File: config.mk
export PLATFORM = sky130hd
export DESIGN_NAME = icache_direct
export DESIGN_NICKNAME = d
export VERILOG_FILES = /design/src/rtl/icache_direct.sv
export SDC_FILE = /design/constraint.sdc
export NUM_CORES = 1
export LEC_CHECK = 0
export CORE_MARGIN = 2
export CORE_UTILIZATION = 26
export CTS_CLUSTER_DIAMETER = 100
export DETAILED_ROUTE_END_ITERATION = 12
export PLACE_DENSITY = 0.42
export SLEW_MARGIN = 40
export SYNTH_ARGS = -nofsm -noshare
export SYNTH_HDL_FRONTEND = slang
export SYNTH_SLANG_ARGS = --single-unit
File: constraint.sdc
create_clock -name CLK -period 11.5 [get_ports CLK]
set_input_delay 2.875 -clock CLK [delete_from_list [all_inputs] [get_ports CLK]]
set_output_delay 2.875 -clock CLK [all_outputs]
set_load 0.05 [all_outputs]
File: src/rtl/icache_direct.sv
// Direct-mapped, read-only instruction cache: combinational hit/instruction path
// and an IDLE / MEM_READ / UPDATE refill engine that fetches one 128-bit block.
module icache_direct #(
    parameter int ADDR_W          = 10,
    parameter int NUM_BLOCKS      = 8,
    parameter int WORDS_PER_BLOCK = 4
) (
    input  logic                CLK,
    input  logic                RESET,
    input  logic [31:0]         address,
    output logic [31:0]         instruction,
    output logic                busywait,
    output logic                mem_read,
    output logic [ADDR_W-5:0]   mem_address,
    input  logic [127:0]        mem_readdata,
    input  logic                mem_busywait
);

    localparam int IDX_W   = $clog2(NUM_BLOCKS);
    localparam int BLK_W   = ADDR_W - 4;
    localparam int TAG_W   = ADDR_W - IDX_W - 4;
    localparam int BLOCK_W = 32 * WORDS_PER_BLOCK;

    typedef enum logic [1:0] {
        IDLE     = 2'd0,
        MEM_READ = 2'd1,
        UPDATE   = 2'd2
    } state_t;

    state_t                 state_q, state_d;
    logic [BLK_W-1:0]       miss_addr_q, miss_addr_d;
    logic [BLOCK_W-1:0]     fill_data_q, fill_data_d;
    logic [NUM_BLOCKS-1:0]  valid_q, valid_d;
    logic [TAG_W-1:0]       tag_q  [NUM_BLOCKS];
    logic [TAG_W-1:0]       tag_d  [NUM_BLOCKS];
    logic [BLOCK_W-1:0]     data_q [NUM_BLOCKS];
    logic [BLOCK_W-1:0]     data_d [NUM_BLOCKS];

    logic [TAG_W-1:0]       tag_s;
    logic [IDX_W-1:0]       idx_s;
    logic [1:0]             off_s;
    logic                   hit_s;
    logic [IDX_W-1:0]       fill_idx_s;
    logic [TAG_W-1:0]       fill_tag_s;

    // Bits outside the cached byte range and the byte-in-word bits carry no meaning here.
    logic addr_unused;
    assign addr_unused = ^{address[31:ADDR_W], address[1:0]};

    // Address decode and hit detection on the live fetch address.
    always_comb begin
        tag_s      = address[ADDR_W-1:IDX_W+4];
        idx_s      = address[IDX_W+3:4];
        off_s      = address[3:2];
        fill_idx_s = miss_addr_q[IDX_W-1:0];
        fill_tag_s = miss_addr_q[BLK_W-1:IDX_W];
        hit_s      = valid_q[idx_s] & (tag_q[idx_s] == tag_s);
    end

    // Instruction word select; forced to zero on a miss or while reset is held.
    always_comb begin
        if (hit_s && !RESET) begin
            instruction = data_q[idx_s][{off_s, 5'd0} +: 32];
        end else begin
            instruction = 32'd0;
        end
    end

    // Refill FSM: next state, line writes and memory handshake outputs.
    always_comb begin
        state_d     = state_q;
        miss_addr_d = miss_addr_q;
        fill_data_d = fill_data_q;
        valid_d     = valid_q;
        tag_d       = tag_q;
        data_d      = data_q;
        busywait    = 1'b0;
        mem_read    = 1'b0;
        mem_address = '0;

        case (state_q)
            IDLE: begin
                // Stall in the same cycle the missing address appears.
                busywait = ~hit_s & ~RESET;
                if (!hit_s) begin
                    miss_addr_d = address[ADDR_W-1:4];
                    state_d     = MEM_READ;
                end else begin
                    state_d = IDLE;
                end
            end
            MEM_READ: begin
                busywait    = ~RESET;
                mem_read    = 1'b1;
                mem_address = miss_addr_q;
                if (!mem_busywait) begin
                    fill_data_d = mem_readdata;
                    state_d     = UPDATE;
                end else begin
                    state_d = MEM_READ;
                end
            end
            UPDATE: begin
                busywait            = ~RESET;
                valid_d[fill_idx_s] = 1'b1;
                tag_d[fill_idx_s]   = fill_tag_s;
                data_d[fill_idx_s]  = fill_data_q;
                state_d             = IDLE;
            end
            default: begin
                state_d = IDLE;
            end
        endcase
    end

    // Control state: reset clears every valid bit and aborts any refill in flight.
    always_ff @(posedge CLK) begin
        if (RESET) begin
            state_q     <= IDLE;
            valid_q     <= '0;
            miss_addr_q <= '0;
        end else begin
            state_q     <= state_d;
            valid_q     <= valid_d;
            miss_addr_q <= miss_addr_d;
        end
    end

    // Tag/data storage and refill buffer; contents are qualified by valid bits only.
    always_ff @(posedge CLK) begin
        fill_data_q <= fill_data_d;
        tag_q       <= tag_d;
        data_q      <= data_d;
    end

endmodule
==> out/summary.log, run 1 <==
qor: detailed_routing.post_drt_via_cell_ratio 4.436
qor: power.p_per_area 174.0 nW/um^2
qor: power.cellLeakagePower 16.31 nW
qor: logic_synthesis.synth-xor-area-share 0.05908%
qor: finish.fin_nets 2192
qor: critical_path.critical_path.startpoint_type input pin
qor: logic_synthesis.synth_compound_area_share 0.1238%
qor: die.row_count 151
qor: timing.timing.final.setup_violations 0
qor: global_routing.overflow 0
qor: logic_synthesis.synth_simple_gate_area_share 0.9284%
qor: logic_synthesis.yosys_register_bits 1192
qor: detailed_routing.drc 0
qor: clock_network.postCtsSetupBuffers 0
qor: critical_path.critical_path.max_fanout 43
qor: clock_network.clk_latency 750 ps
qor: die.initial_utilization 26.21%
qor: detailed_routing.first_pass_iters 5
qor: finish.area_growth_from_synthesis_to_layout 20.01%
qor: global_routing.initial_antenna_violation_count 7
qor: timing.grt_setup_unrepaired no
qor: clock_network.clk_pin_slew_worst_paths 50 ps
qor: logic_synthesis.yosysSeqAreaShare 80.12%
qor: global_routing.grt_max_degree 102
qor: timing.clock-skew-final 24.17 ps
qor: logic_synthesis.synth_top_family_by_area multiplexers
qor: critical_path.timing.critical_path.required 8630 ps
qor: logic_synthesis.ys_async_sr_fraction 0%
qor: global_routing.first_global_vias 21.10k
qor: placement.port_buffers 178
qor: global_routing.grtUsageTotal 12.95%
qor: logic_synthesis.synth_area_per_cell 25.38 um^2
qor: timing.post-route-period-util 81.85%
qor: logic_synthesis.synth.yosys.warnings 0
qor: die.floorplan.die_area 174400 um^2
qor: die.core_region_area 169700 um^2
qor: clock_network.cts.sink_count 1192
qor: timing.slew_at_the_pin_closest_to_its_max_slew_limit 820.1 ps
qor: placement.place_hpwl 62.64 mm
qor: timing.setup-tns-final 0 ps
qor: logic_synthesis.syn-instance-count 1752
qor: timing.whs 476.3 ps
qor: min_path.worst_hold_path_type reg -> reg
qor: timing.final-max-slew-violation-count 0
qor: logic_synthesis.netlist_area 44470 um^2
qor: placement.gp_routability_congestion 0.6885
qor: clock_network.cts.hold.buffers_added 0
qor: detailed_routing.vias 19.25k
qor: critical_path.cp.arrival 6540 ps
qor: timing.maxClockFrequency 0.1062 GHz
qor: finish.post_route_cells_drive_above_1_share 26.56%
qor: detailed_routing.detail-route-antenna-nets 0
qor: timing.total_count_of_hold_check_failures_in_the_final_report 0
qor: critical_path.path_class in -> out
qor: timing.slew_headroom 45.32%
qor: timing.finalCriticalPeriod 9412 ps
qor: power.vdd_drop_max 0.1035 mV
qor: logic_synthesis.synth_top_flop_cell edfxtp_1
qor: clock_network.cts_inserted_buffers 133
qor: logic_synthesis.yosys.cell_types.count 25
qor: detailed_routing.wl 112.4 mm
qor: detailed_routing.routed_wire_length_per_instance 25.91 um
qor: global_routing.grt_pass1_wl 158.4 mm
qor: min_path.holdPathStages 2
qor: die.die_height 417.6 um
qor: logic_synthesis.postSynthNetCount 1919
qor: detailed_routing.drt-initial-drc-count 1295
qor: critical_path.end_kind output port
qor: clock_network.post_cts.resized_instances 0
qor: clock_network.cts_tree done
qor: critical_path.ff2ff_path_depth 6
qor: die.io_pins 203
qor: run_status.outcome finished clean
qor: run.drv_cap 0
qor: logic_synthesis.number_of_synthesized_flops_with_an_enable_pin 1176
qor: clock_network.cts_max_path_buffers 3
qor: clock_network.cts.root.buffer_cell clkbuf_16
qor: logic_synthesis.synth.mux.area_fraction 17.61%
qor: logic_synthesis.synth-adder-area-share 0.1125%
qor: die.die_x 417.6 um
qor: clock_network.ctsHtreeMaxLevel 4
-- synth_stat cells (3+ instances only) --
master | instances | area [um^2]
xor2_1 | 3 | 26.28
nand2b_1 | 15 | 93.84
mux4_2 | 325 | 7320
nor2_1 | 21 | 78.83
dfxtp_1 | 16 | 320.3
edfxtp_1 | 1176 | 35310
clkbuf_1 | 25 | 93.84
inv_1 | 3 | 11.26
buf_6 | 4 | 45.04
buf_4 | 8 | 60.06
and2_1 | 7 | 43.79
ha_1 | 4 | 50.05
buf_2 | 37 | 185.2
nor3_1 | 34 | 170.2
mux2i_1 | 50 | 500.5
buf_1 | 13 | 48.80
-- cell type report --
type | count | area (um^2)
Antenna cell | 1 | 2.502
Clock buffer | 162 | 3532
Clock inverter | 68 | 553.0
Fill cell | 16100 | 116300
Inverter | 3 | 11.26
Multi-Input combinational cell | 469 | 8438
Sequential cell | 1192 | 35630
Tap cell | 2218 | 2775
Timing Repair Buffer | 226 | 2427
-- worst paths after layout --
kind	from	endpoint	slack, ps
hold reg to reg	valid_q[2]	valid_q[2]	480
hold / removal	valid_q[2]	valid_q[2]	480
setup reg to reg	state_q[0]	data_q[505]	8520
setup / recovery	address[4]	instruction[19]	2090
-- stage by stage --
stage          std cells  util (%)  power [mW]  setup slack, ps  cell area, um^2
2_1_floorplan       1752         -       5.180             1188            44470
3_3_place_gp        4102     28.94       5.376             1922            49090
3_5_place_dp        4107     29.03       5.387             1926            49260
4_1_cts             4337     31.44       9.442             1919            53340
5_1_grt             4338     31.46       9.620             1865            53370
6_report            4339     31.46       9.287             2088            53370
-- where the power goes --
group	switching [mW]	total, mW	internal [mW]
Clock	1.64	4.01	2.37
Sequential	0.0468	4.86	4.82
Combinational	0.221	0.413	0.192
-- cell usage in the layout (no fill, tap or decap), types with 2 or more instances in the layout --
master	n
clkdlybuf4s50_1	172
clkbuf_16	137
clkinv_2	16
nor3_2	2
inv_6	4
clkbuf_1	24
xor2_1	3
nor3_1	32
mux4_2	325
mux2i_1	50
nor2_1	15
and2_1	7
bufinv_16	9
nand2b_1	15
ha_1	4
buf_6	10
dfxtp_1	16
clkinv_4	2
nand2_1	2
buf_16	5
buf_2	2
buf_8	4
inv_1	3
edfxtp_1	1176
buf_4	22
clkinv_1	34
buf_12	11
nor2_4	6
clkinvlp_4	3
-- cells by family (layout without fill, tap and decap cells) --
logic type               count (synthesis)  after routing
flip-flops                            1192           1192
multiplexers                           376            376
other                                    0              1
buffers and inverters                   91            459
AO/OA/AOI/OAI                            4              4
adder cells (fa/ha/maj)                  4              4
AND/OR/NAND/NOR                         82             82
XOR/XNOR                                 3              3
-- critical path, cell delays in order --
cell and delay [ps]:
buf_8 300, buf_16 350, buf_12 350, buf_4 280, mux4_2 520, mux4_2 490, mux2i_1 400, nor3_1 100
clkdlybuf4s50_1 740
-- state kept, by name, indices dropped and copies added (netlist names) --
register and count:
valid_q 8, tag_q 24, state_q 2, miss_addr_q 6, data_q 1024, fill_data_q 128
-- layer usage --
| metal | up-vias | global-route usage (%) | wire (um) |
|---|---|---|---|
| li1 | 8120 | - | - |
| met1 | 10590 | 16.01 | 46330 |
| met2 | 398 | 22.67 | 58820 |
| met3 | 143 | 2.330 | 4079 |
| met4 | 0 | 4.571 | 3199 |
| met5 | - | 0 | 0 |
No activity file was read; power rests on OpenSTA's default activity.
==> inputs of run 2 (changes only) <==
==> constraint.sdc (replaced) <==
create_clock -name CLK -period 9.31 [get_ports CLK]
set_input_delay 2.3275 -clock CLK [delete_from_list [all_inputs] [get_ports CLK]]
set_output_delay 2.3275 -clock CLK [all_outputs]
set_load 0.05 [all_outputs]
==> run 2 against run 1 <==
Register-to-register slack got worse by 2600 ps; largest cell class unchanged; global-route usage decreased by 0.088 points; via count decreased by 0.34%; sequential power increased by 24%; power increased by 25%; core utilization increased by 0.057 points; die area unchanged.
==> out/summary.log, run 2 (same netlist as run 1, synthesis figures left out) <==
qor: run_status.outcome finished clean
qor: die.row_count 151 [unchanged]
qor: timing.whs 474.7 ps [-1.600 ps]
qor: clock_network.ctsHtreeMaxLevel 4 [unchanged]
qor: power.p_per_area 217.0 nW/um^2 [+25%]
qor: detailed_routing.wl 111.5 mm [-0.79%]
qor: finish.post_route_cells_drive_above_1_share 26.41% [-0.15 points]
qor: power.power 11.60 mW [+25%]
qor: detailed_routing.first_pass_iters 5 [unchanged]
qor: global_routing.grtUsageTotal 12.86% [-0.088 points]
qor: timing.timing.final.setup_violations 0 [unchanged]
qor: finish.layout_commonest_cell edfxtp_1
qor: global_routing.grt_max_degree 115 [+13%]
qor: global_routing.overflow 0 [unchanged]
qor: detailed_routing.detail-route-antenna-nets 0 [unchanged]
qor: clock_network.cts.hold.buffers_added 0 [unchanged]
qor: timing.maxClockFrequency 0.1243 GHz
qor: die.io_pins 203 [unchanged]
qor: finish.largest_register_ffs 1024 [unchanged]
qor: finish.mostFrequentLayoutCells edfxtp_1 (1176), mux4_2 (325), clkdlybuf4s50_1 (170)
qor: detailed_routing.drc 0 [unchanged]
qor: global_routing.initial_antenna_violation_count 9 [+2]
qor: timing.final-max-slew-violation-count 0 [unchanged]
qor: clock_network.cts_max_path_buffers 3 [unchanged]
qor: die.floorplan.die_area 174400 um^2 [unchanged]
qor: clock_network.cts_tree done
qor: power.vdd_drop_max 0.1763 mV [+70%]
qor: finish.area_growth_from_synthesis_to_layout 20.23%
qor: clock_network.postCtsSetupBuffers 0 [unchanged]
qor: clock_network.clk_latency 760 ps [about the same]
qor: die.die_height 417.6 um [unchanged]
qor: clock_network.cts.root.buffer_cell clkbuf_16
qor: clock_network.cts_inserted_buffers 134 [+0.75%]
qor: global_routing.first_global_vias 20.91k [-0.93%]
qor: timing.finalCriticalPeriod 8043 ps
qor: clock_network.cts.sink_count 1192 [unchanged]
qor: global_routing.grt_pass1_wl 157.9 mm [-0.32%]
qor: critical_path.critPathTopFamily multiplexers
qor: critical_path.slowest_stage clkdlybuf4s50_1
qor: timing.slew_at_the_pin_closest_to_its_max_slew_limit 841.8 ps [+21.64 ps]
qor: timing.slew_headroom 43.88% [-1.4 points]
qor: critical_path.path_class in -> out
qor: timing.post-route-period-util 86.40%
qor: finish.largestRegisters data_q (1024), fill_data_q (128), tag_q (24)
qor: detailed_routing.routed_wire_length_per_instance 25.64 um [-1.0%]
qor: clock_network.post_cts.resized_instances 0 [unchanged]
qor: timing.setup-tns-final 0 ps [unchanged]
qor: finish.fin_nets 2190 [-0.091%]
qor: die.core_region_area 169700 um^2 [unchanged]
qor: timing.total_count_of_hold_check_failures_in_the_final_report 0 [unchanged]
qor: placement.port_buffers 178 [unchanged]
qor: finish.diodes 0 [-1]
qor: detailed_routing.post_drt_via_cell_ratio 4.409 [-0.59%]
qor: min_path.worst_hold_path_type reg -> reg
qor: critical_path.cp_most_frequent_cell mux4_2
qor: detailed_routing.drt-initial-drc-count 1304 [+0.69%]
qor: power.cellLeakagePower 16.34 nW [+0.18%]
qor: critical_path.critical_path.max_stage_delay 740 ps [about the same]
qor: die.die_x 417.6 um [unchanged]
qor: finish.max_flop_register data_q
qor: critical_path.worstPathBufferInverterCount 3 [-2]
qor: critical_path.timing.critical_path.required 6980 ps [-1650 ps]
qor: critical_path.cp.arrival 5720 ps [-820 ps]
qor: timing.clock-skew-final 16.95 ps [-7.222 ps]
qor: die.initial_utilization 26.21% [unchanged]
qor: finish.post-route-cell-area 53470 um^2 [+0.18%]
qor: critical_path.critical_path.max_fanout 68 [+58%]
qor: timing.grt_setup_unrepaired no
qor: run.drv_cap 0 [unchanged]
qor: critical_path.critical_path.startpoint_type input pin
qor: placement.place_hpwl 60.91 mm [-2.8%]
qor: critical_path.timing.critical_path.cells buf_8 -> buf_12 -> mux4_2 -> mux4_2 -> mux2i_1 -> nor3_1 -> clkdlybuf4s50_1
qor: critical_path.end_kind output port
qor: placement.gp_routability_congestion 0.6743 [-2.1%]
qor: detailed_routing.vias 19.18k [-0.34%]
qor: placement.place_area 49200 um^2 [-0.12%]
qor: clock_network.clk_pin_slew_worst_paths 60 ps [about the same]
qor: finish.num-fill-cells 16.05k [-0.27%]
[run 2: power by group]
part	internal (mW)	leakage [nW]	switching [mW]	total (mW)
registers	5.95	10.7	0.0591	6.01
logic	0.235	3.54	0.262	0.497
clock network	3.01	2.05	2.09	5.10
total	9.19	16.3	2.41	11.6
[run 2: final timing paths]
path / startpoint / to / slack (ps) / cells after the start
worst max-delay path: address[4] / instruction[4] / 1270 / 7
worst min-delay path: valid_q[1] / valid_q[1] / 470 / 2
worst max register to register: state_q[0] / data_q[558] / 5970 / 7
worst min register to register: valid_q[1] / valid_q[1] / 470 / 2
[run 2: metal layers]
metal  global-route usage (%)  part of all wire, %
met5                        0                0.021
met2                    22.43                   51
met1                    16.10                   42
met3                    2.740                  4.2
met4                    3.524                  2.2
[run 2: tightest hold or removal path, stage by stage (launching register included)]
cell and delay, ps:
dfxtp_1 330, nor2_1 50, nor2_1 70
[run 2: area by class of cell]
class,instances,area (um^2),area share (%)
Multi-Input combinational cell,469,8456,15.81
Sequential cell,1192,35630,66.64
Inverter,3,11.26,0.02106
Timing Repair Buffer,223,2369,4.430
Tap cell,2218,2775,5.190
Clock buffer,180,3611,6.753
Clock inverter,65,614.3,1.149
[run 2: metrics by stage]
step	utilization (%)	setup slack (ps)	cells
2_1_floorplan	-	646.6	1752
3_5_place_dp	29.00	1215	4103
6_report	31.52	1267	4350
5_1_grt	31.52	1131	4350
3_3_place_gp	28.91	976.1	4099
4_1_cts	31.49	1205	4348
